<file path="config.mk">
export PLATFORM = sky130hd
export DESIGN_NAME = video_timing_measure
export DESIGN_NICKNAME = d
export VERILOG_FILES = /design/src/rtl/video_timing_measure.sv
export SDC_FILE = /design/constraint.sdc
export NUM_CORES = 1
export LEC_CHECK = 0
export BUFFER_PORTS_ARGS = -buffer_cell sky130_fd_sc_hd__buf_4
export CAP_MARGIN = 5
export CORE_ASPECT_RATIO = 0.7
export CORE_MARGIN = 5
export CORE_UTILIZATION = 55
export CTS_CLUSTER_SIZE = 14
export DETAILED_ROUTE_END_ITERATION = 8
export GPL_TIMING_DRIVEN = 0
export PLACE_DENSITY = 0.79
export SKIP_CTS_REPAIR_TIMING = 1
export SLEW_MARGIN = 25
export SYNTH_ARGS = -nofsm -noshare
export SYNTH_HDL_FRONTEND = slang
export SYNTH_SLANG_ARGS = --single-unit
</file>
<file path="constraint.sdc">
create_clock -name clk -period 5.4 [get_ports clk]
set_clock_uncertainty 0.15 [all_clocks]
set_input_delay 0.54 -clock clk [delete_from_list [all_inputs] [get_ports clk]]
set_output_delay 0.54 -clock clk [all_outputs]
set_load 0.02 [all_outputs]
</file>
<file path="src/rtl/video_timing_measure.sv">
// Raster measurement: line/frame sizes, active area, sync positions and a lock FSM.
// Optional sync-position capture is enabled by defining VIDEO_MEASURE_SYNC_EN.
module video_timing_measure (
  input  logic       clk,
  input  logic       reset,
  input  logic       clk_pix,
  input  logic       hbl,
  input  logic       vbl,
  input  logic       hsync,
  input  logic       vsync,
  output logic [8:0] hc,
  output logic [8:0] vc,
  output logic [8:0] h_last,
  output logic [8:0] h_active,
  output logic [8:0] v_last,
  output logic [8:0] v_active,
  output logic [8:0] hs_start,
  output logic [8:0] vs_start,
  output logic       frame_start,
  output logic       locked,
  output logic [1:0] lock_state
);

  typedef enum logic [1:0] {
    SEARCH = 2'd0,
    ARM    = 2'd1,
    CHECK  = 2'd2,
    LOCK   = 2'd3
  } lock_t;

  lock_t       state;
  lock_t       state_next;
  logic        chk_bad;
  logic        chk_bad_next;
  logic [8:0]  ref_h;
  logic [8:0]  ref_v;

  logic        hbl_q;
  logic        vbl_line_q;
  logic [9:0]  line_cnt;
  logic [9:0]  act_cnt;
  logic [8:0]  vact_cnt;

  logic        line_edge;
  logic        frame_edge;
  logic        timeout;
  logic [8:0]  h_len;
  logic [8:0]  act_len;
  logic [8:0]  hc_next;
  logic [8:0]  vc_line;
  logic [8:0]  vc_upd;
  logic        h_ok;
  logic        v_ok;

  // Edges are judged against the previous enabled sample; vbl only at line edges.
  assign line_edge  = clk_pix & ~hbl & hbl_q;
  assign frame_edge = line_edge & ~vbl & vbl_line_q;
  assign timeout    = clk_pix & (line_cnt == 10'd1023);
  assign h_len      = (line_cnt > 10'd511) ? 9'd511 : line_cnt[8:0];
  assign act_len    = (act_cnt > 10'd511) ? 9'd511 : act_cnt[8:0];
  assign hc_next    = line_edge ? 9'd0 : ((hc == 9'd511) ? hc : hc + 9'd1);
  assign vc_line    = frame_edge ? 9'd0 : ((vc == 9'd511) ? vc : vc + 9'd1);
  assign vc_upd     = line_edge ? vc_line : vc;
  assign h_ok       = (h_len == ref_h);
  assign v_ok       = (vc == ref_v);

  always_ff @(posedge clk) begin
    if (reset) begin
      hbl_q       <= 1'b0;
      vbl_line_q  <= 1'b0;
      line_cnt    <= 10'd0;
      act_cnt     <= 10'd0;
      vact_cnt    <= 9'd0;
      hc          <= 9'd0;
      vc          <= 9'd0;
      h_last      <= 9'd0;
      h_active    <= 9'd0;
      v_last      <= 9'd0;
      v_active    <= 9'd0;
      frame_start <= 1'b0;
    end else begin
      frame_start <= 1'b0;
      if (clk_pix) begin
        hbl_q <= hbl;
        hc    <= hc_next;
        if (line_edge) begin
          line_cnt   <= 10'd0;
          act_cnt    <= 10'd0;
          h_last     <= h_len;
          h_active   <= act_len;
          vbl_line_q <= vbl;
          vc         <= vc_line;
          if (frame_edge) begin
            v_last      <= vc;
            v_active    <= vact_cnt;
            vact_cnt    <= 9'd0;
            frame_start <= 1'b1;
          end else if (!vbl_line_q && vact_cnt != 9'd511) begin
            vact_cnt <= vact_cnt + 9'd1;
          end
        end else begin
          if (line_cnt != 10'd1023) line_cnt <= line_cnt + 10'd1;
          // Counting the previous sample makes the falling-edge pixel itself count.
          if (!hbl_q && act_cnt != 10'd1023) act_cnt <= act_cnt + 10'd1;
        end
      end
    end
  end

`ifdef VIDEO_MEASURE_SYNC_EN
  logic hsync_q;
  logic vsync_q;

  always_ff @(posedge clk) begin
    if (reset) begin
      hsync_q  <= 1'b0;
      vsync_q  <= 1'b0;
      hs_start <= 9'd0;
      vs_start <= 9'd0;
    end else if (clk_pix) begin
      hsync_q <= hsync;
      vsync_q <= vsync;
      if (hsync && !hsync_q) hs_start <= hc_next;
      if (vsync && !vsync_q) vs_start <= vc_upd;
    end
  end
`else
  logic unused_sync;
  assign unused_sync = hsync ^ vsync ^ (|vc_upd);
  assign hs_start    = 9'd0;
  assign vs_start    = 9'd0;
`endif

  always_ff @(posedge clk) begin
    if (reset) begin
      state   <= SEARCH;
      chk_bad <= 1'b0;
      ref_h   <= 9'd0;
      ref_v   <= 9'd0;
    end else begin
      state   <= state_next;
      chk_bad <= chk_bad_next;
      if (state == ARM && frame_edge) begin
        ref_h <= h_len;
        ref_v <= vc;
      end
    end
  end

  always_comb begin
    state_next   = state;
    chk_bad_next = chk_bad;
    case (state)
      SEARCH: if (frame_edge) state_next = ARM;
      ARM: begin
        if (frame_edge) begin
          state_next   = CHECK;
          chk_bad_next = 1'b0;
        end
      end
      CHECK: begin
        if (frame_edge)
          state_next = (v_ok && h_ok && !chk_bad) ? LOCK : SEARCH;
        else if (line_edge && !h_ok)
          chk_bad_next = 1'b1;
      end
      LOCK: begin
        if ((line_edge && !h_ok) || (frame_edge && !v_ok)) state_next = SEARCH;
      end
      default: state_next = SEARCH;
    endcase
    if (timeout) state_next = SEARCH;
  end

  always_comb begin
    locked     = (state == LOCK);
    lock_state = state;
  end

endmodule
</file>
==> impl_metrics.py, run 1 <==
metrics = {
    "grt": {
        "grt_max_degree": 21,
        "overflow": 0,
        "grt_pass1_wl_um": 19040,
        "grt_use_total_pct": 21.60,
        "antenna_found_initial": 0,
        "grt_pass1_vias": 4024,
    },
    "logic_synthesis": {
        "ys_seq_area_share_pct": 43.95,
        "synthesis.instances": 585,
        "synth_area_mm2": 0.004873,
        "ys_ff_latch": 107,
        "ys_warn_count": 0,
        "syn_area_per_cell_um2": 8.331,
        "ys_types": 53,
        "synth_edf_count": 0,
        "synth-main-ff-cell": "dfxtp_1",
        "synth-async-reset-ratio_pct": 0,
    },
    "power": {
        "powerDensity_mw_per_mm2": 273.7,
        "p_total_uw": 1602,
        "leakage_uw": 0.002223,
        "vdd_drop_max_uv": 200.4,
    },
    "worst_setup_path": {
        "crit_top_cell": "nor2_1",
        "worst-path-max-fanout": 9,
        "reg2reg_depth": 9,
        "crit_type": "flop to flop",
        "crit_path_start_kind": "flop",
        "critPathSlowestCell": "o21ai_1",
        "required_ps": 5460,
        "crit_path_end_kind": "flop",
        "cp.arrival_ps": 2380,
        "critPathMaxStageDelay_ps": 500,
        "cp_cell_sequence": "ha_1 > nand3_1 > nor2_1 > ha_1 > nor2_1 > o21ai_1 > nor2_1 > a22oi_1 > nor2_1",
    },
    "die": {
        "ios": 83,
        "start_util_pct": 57.01,
        "die_area_mm2": 0.01087,
        "die_y_um": 88.76,
        "num_rows": 28,
        "core_area_mm2": 0.008548,
        "die_w_um": 122.5,
    },
    "clock_network": {
        "cts_max_level": 3,
        "cts_root_buf": "clkbuf_16",
        "clock_sinks": 107,
        "clockBufferDepth": 2,
        "cts_buffers": 9,
        "cts_tree": "built",
        "clk-insertion-delay-late_ps": 340,
        "clk_pin_slew_ps": 70,
    },
    "detailed_routing": {
        "avgViaCountPerCell": 5.385,
        "post_drt_wl_per_cell_um": 14.45,
        "dr.pass1.iters": 4,
        "drc_errors": 0,
        "wirelength_um": 11530,
        "ant_nets": 0,
        "vias": 4297,
        "first_iter_violations": 279,
    },
    "cells_and_area": {
        "fin_nets": 688,
        "n_antenna_cell": 0,
        "drive_gt1_share_pct": 17.85,
        "fill_cells": 699,
        "synthToLayoutAreaGrowth_pct": 20.08,
    },
    "sta": {
        "worst_slack_ps": 3077,
        "grt_setup_unrepaired": "no",
        "fmax_ghz": 0.4306,
        "worstMarginPinSlew_ps": 657.7,
        "relSlewSlack_pct": 55.58,
        "fin_crit_ps": 2323,
        "hold_viol": 0,
        "tns_ps": 0,
        "report.final.setup_viol": 0,
        "finalMaxSlewViolations": 0,
        "finalCritPeriodShare_pct": 43.01,
    },
    "placement": {
        "place_congestion": 0.9220,
        "dp_hpwl_um": 8473,
        "port_buffers": 60,
        "post-place-ws_ps": 3099,
    },
    "job": {
        "cap_viol_max_count": 0,
    },
    "status": {
        "status": "finished clean",
    },
    "min_path": {
        "whs_path_depth": 2,
        "hold_class": "flop to flop",
    },
}
==> synth_stat cells (2+ instances only) <==
cell type,n,area [um^2]
buf_4,21,157.7
nand3_1,15,75.07
o41ai_1,2,17.52
nor2_2,2,12.51
a221oi_2,2,30.03
dfxtp_1,107,2142
o2111ai_1,3,26.28
o21a_1,2,15.01
nand3b_1,2,15.01
o21ai_1,2,10.01
nor2b_1,2,12.51
o21ai_0,6,30.03
buf_2,10,50.05
clkbuf_1,21,78.83
ha_1,8,100.1
and3_1,3,18.77
nor2_1,88,330.3
a21oi_1,39,195.2
mux2i_1,5,50.05
nor3_1,33,165.2
a22oi_1,2,15.01
xnor2_1,29,254.0
xor2_1,15,131.4
buf_6,2,22.52
or3_1,4,25.02
nand2_1,82,307.8
nor4_1,4,25.02
nand2b_1,8,50.05
nand4_1,15,93.84
and2_1,2,12.51
a211oi_1,19,142.6
inv_1,9,33.78
==> registers in the layout, indices dropped and copies added, names as in the netlist, 9 cells and up <==
| name | count |
|---|---|
| act_cnt | 10 |
| line_cnt | 10 |
| h_active | 9 |
| h_last | 9 |
| hc | 9 |
| ref_h | 9 |
| ref_v | 9 |
| v_active | 9 |
| v_last | 9 |
| vact_cnt | 9 |
| vc | 9 |
==> stage by stage <==
step | hold slack, ps | area [um^2] | util, % | std cells
6_report | 306.0 | 5852 | 68.46 | 798
5_1_grt | 323.7 | 5852 | 68.46 | 798
4_1_cts | 306.2 | 5852 | 68.46 | 798
3_5_place_dp | 296.6 | 5538 | 64.78 | 782
3_3_place_gp | 294.1 | 5538 | 64.78 | 782
2_1_floorplan | 298.8 | 4937 | - | 602
==> routing by layer <==
layer / part of all wire, % / global-route usage, % / vias to the layer above
met2: 47 / 35.29 / 120
met3: 5.5 / 5.431 / 4
li1: - / - / 2135
met5: 0 / 0 / -
met4: 0.32 / 3.252 / 0
met1: 47 / 29.81 / 2038
==> path summary, 6_finish.rpt <==
| path | from | endpoint | slack [ps] |
|---|---|---|---|
| worst max-delay path | vact_cnt[1] | vact_cnt[1] | 3080 |
| worst max register to register | vact_cnt[1] | vact_cnt[1] | 3080 |
| worst min register to register | v_active[8] | v_active[8] | 310 |
| worst min-delay path | v_active[8] | v_active[8] | 310 |
==> cells in the final DEF, fill, tap and decap left out, drive strengths merged, types with 3 or more instances in the layout <==
cell type | synthesis | layout
dfxtp | 107 | 107
buf | 34 | 94
nor2 | 90 | 90
nand2 | 82 | 82
a21oi | 39 | 39
nor3 | 34 | 34
clkbuf | 21 | 30
xnor2 | 29 | 29
a211oi | 19 | 19
conb | 1 | 18
nand4 | 16 | 16
nand3 | 15 | 15
xor2 | 15 | 15
inv | 9 | 14
o21ai | 9 | 9
nand2b | 8 | 8
ha | 8 | 8
mux2i | 5 | 5
nor4 | 5 | 5
or3 | 4 | 4
and3 | 3 | 3
o2111ai | 3 | 3
a221oi | 3 | 3
==> where the power goes <==
part / internal (uW) / total, uW / switching [uW]
Combinational: 38.5 / 104 / 65.6
Sequential: 798 / 808 / 10.1
Clock: 373 / 690 / 316
Total: 1210 / 1600 / 392
==> kinds of logic after synthesis <==
family,count (synthesis),synth area share (%)
mux,5,1.027
other cells,1,0.07695
xor+xnor,44,7.908
simple gates,266,24.98
compound gates,90,12.89
fa+ha+maj,8,2.054
flops,107,43.95
buf+inv,64,7.112
==> cell type report <==
type / count / area (um^2) / area share, %
inverters: 9 / 33.78 / 0.5773
well taps: 120 / 150.1 / 2.566
clock inverters: 7 / 88.84 / 1.518
plain buffers: 55 / 312.8 / 5.345
multi-input cells: 431 / 2449 / 41.84
repair buffers: 60 / 450.4 / 7.697
flip-flops and latches: 107 / 2142 / 36.60
clock buffers: 9 / 225.2 / 3.849
==> critical path, delay by kind of cell (launching register included) <==
kind,cells,cell delay (ps)
simple gates,5,550
flops,1,400
fa+ha+maj,2,410
compound gates,2,690
No activity file was read; power rests on OpenSTA's default activity.
==> run 2: changes to the inputs <==
Settings changed: CORE_UTILIZATION 55 to 51, PLACE_DENSITY 0.79 to 0.77.
Clock period 5.4 ns to 1.9 ns, I/O delays scaled along.
==> run 2 against run 1 <==
Against the previous run:
- the flow now finishes with violations (negative setup slack)
- hold slack got worse by 210 ps
- total power grew to 2.7 times the previous value
- sequential power rose to 2.8 times the previous value
- routed wire length is 11% higher
- via count is 3.4% higher
- fmax grew 20%
- critical path type unchanged
==> impl_metrics.py, run 2 (synthesis gave the netlist of run 1 again) <==
metrics = {
    "status": {
        "status": "finished with violations",
        "violations": "negative setup slack",
    },
    "min_path": {
        "hold_class": "input pin to flop",
    },
    "sta": {
        "finalCritPeriodShare_pct": 101.9,
        "worst_slack_ps": -36.17,
        "fmax_ghz": 0.5165,
        "worstMarginPinSlew_ps": 607.4,
        "hold_viol": 0,
        "fin_crit_ps": 1936,
        "relSlewSlack_pct": 59.51,
        "finalMaxSlewViolations": 0,
        "report.final.setup_viol": 2,
        "hold-worst-slack_ps": 98.08,
        "grt_setup_unrepaired": "yes",
    },
    "worst_setup_path": {
        "worst-path-max-fanout": 5,
        "crit_path_start_kind": "flop",
        "crit_path_end_kind": "flop",
        "cp.arrival_ps": 2080,
        "required_ps": 2040,
        "crit_type": "flop to flop",
    },
    "power": {
        "leakage_uw": 0.002371,
        "powerDensity_mw_per_mm2": 691.4,
        "vdd_drop_max_uv": 612.7,
        "p_total_uw": 4340,
    },
    "grt": {
        "grt_pass1_wl_um": 19720,
        "grt_pass1_vias": 4045,
        "grt_use_total_pct": 20.70,
        "grt_max_degree": 17,
        "antenna_found_initial": 0,
        "overflow": 0,
    },
    "detailed_routing": {
        "wirelength_um": 12820,
        "ant_nets": 0,
        "vias": 4442,
        "avgViaCountPerCell": 5.470,
        "first_iter_violations": 371,
        "dr.pass1.iters": 5,
        "drc_errors": 0,
        "post_drt_wl_per_cell_um": 15.79,
    },
    "cells_and_area": {
        "fill_cells": 722,
        "n_antenna_cell": 0,
        "fin_nets": 699,
        "layout_common_cells": "buf_4 (92), dfxtp_1 (84), nor2_1 (82), nand2_1 (78), a21oi_1 (37)",
        "largestRegisters": "act_cnt: 10 flops, line_cnt: 10 flops",
        "synthToLayoutAreaGrowth_pct": 28.81,
        "final_common_cell": "buf_4",
        "drive_gt1_share_pct": 28.78,
    },
    "clock_network": {
        "cts_buffers": 9,
        "clock_sinks": 107,
        "clk-insertion-delay-late_ps": 350,
        "cts_root_buf": "clkbuf_16",
        "clk_pin_slew_ps": 70,
        "cts_max_level": 3,
        "clockBufferDepth": 2,
        "cts_tree": "built",
    },
    "die": {
        "die_w_um": 126.8,
        "num_rows": 29,
        "ios": 83,
        "die_area_mm2": 0.01164,
        "die_y_um": 91.79,
        "core_area_mm2": 0.009180,
        "start_util_pct": 53.09,
    },
    "placement": {
        "dp_hpwl_um": 8719,
        "port_buffers": 60,
        "place_congestion": 0.9086,
    },
    "job": {
        "cap_viol_max_count": 0,
    },
}
==> run 2: cell count changes in the layout (fill, tap and decap cells not counted), sizes merged <==
cell | previous run | this run
dlygate4sd3 | 0 | 2
buf | 94 | 104
bufinv | 1 | 0
o21ai | 9 | 10
inv | 14 | 10
clkbuf | 30 | 31
clkinv | 0 | 1
==> run 2: area by class of cell <==
| cell class | instances | area, um^2 | share of cell area, % |
|---|---|---|---|
| buffer | 52 | 335.3 | 5.342 |
| clock buffer | 12 | 236.5 | 3.767 |
| clock inverter | 3 | 25.02 | 0.3986 |
| inverter | 9 | 33.78 | 0.5382 |
| multi-input combinational | 432 | 2749 | 43.79 |
| sequential | 107 | 2186 | 34.82 |
| tap | 124 | 155.1 | 2.472 |
| timing repair buffer | 73 | 556.8 | 8.870 |
==> run 2: metal layers <==
layer	share of wire [%]	wire length, um	global-route usage, %	vias up
li1	-	-	-	2163
met1	45	5823	28.22	2144
met2	48	6144	31.95	119
met3	5.5	709	6.620	16
met4	1.1	144	5.179	0
met5	0	0	0	-
==> run 2: path summary, 6_finish.rpt <==
path,from,endpoint,slack (ps),cells past startpoint
max,hc[0],hc[7],-40,8
min,clk_pix,hbl_q,100,3
max reg2reg,hc[0],hc[7],-40,8
min reg2reg,v_active[6],v_active[6],300,2
==> run 2: metrics by stage <==
stage | instance area [um^2] | instances | setup slack, ps | setup TNS [ps] | utilization, %
after floorplan | 4956 | 602 | -1.814 | -1.814 | -
after global placement | 5562 | 786 | -178.5 | -3432 | 60.58
after detailed placement | 5562 | 786 | -236.9 | -5148 | 60.58
after CTS | 5823 | 801 | -256.2 | -6033 | 63.43
after global routing | 6277 | 812 | -105.6 | -381.0 | 68.38
final | 6277 | 812 | -36.17 | -63.13 | 68.38
==> run 2: worst max-delay path, stage by stage, from the launching register on <==
cell	delay, ps
dfxtp_4	370
ha_4	170
nand3_2	90
nor2_4	40
ha_4	150
a21oi_2	130
nand4_1	210
or3_1	440
a21oi_2	130
==> run 2: report_power, final <==
group	leakage (uW)	internal (uW)	switching (uW)
combinational	0.00137	130	197
clock	0.000123	891	817
sequential	0.000876	2270	37.1
total	0.00237	3290	1050
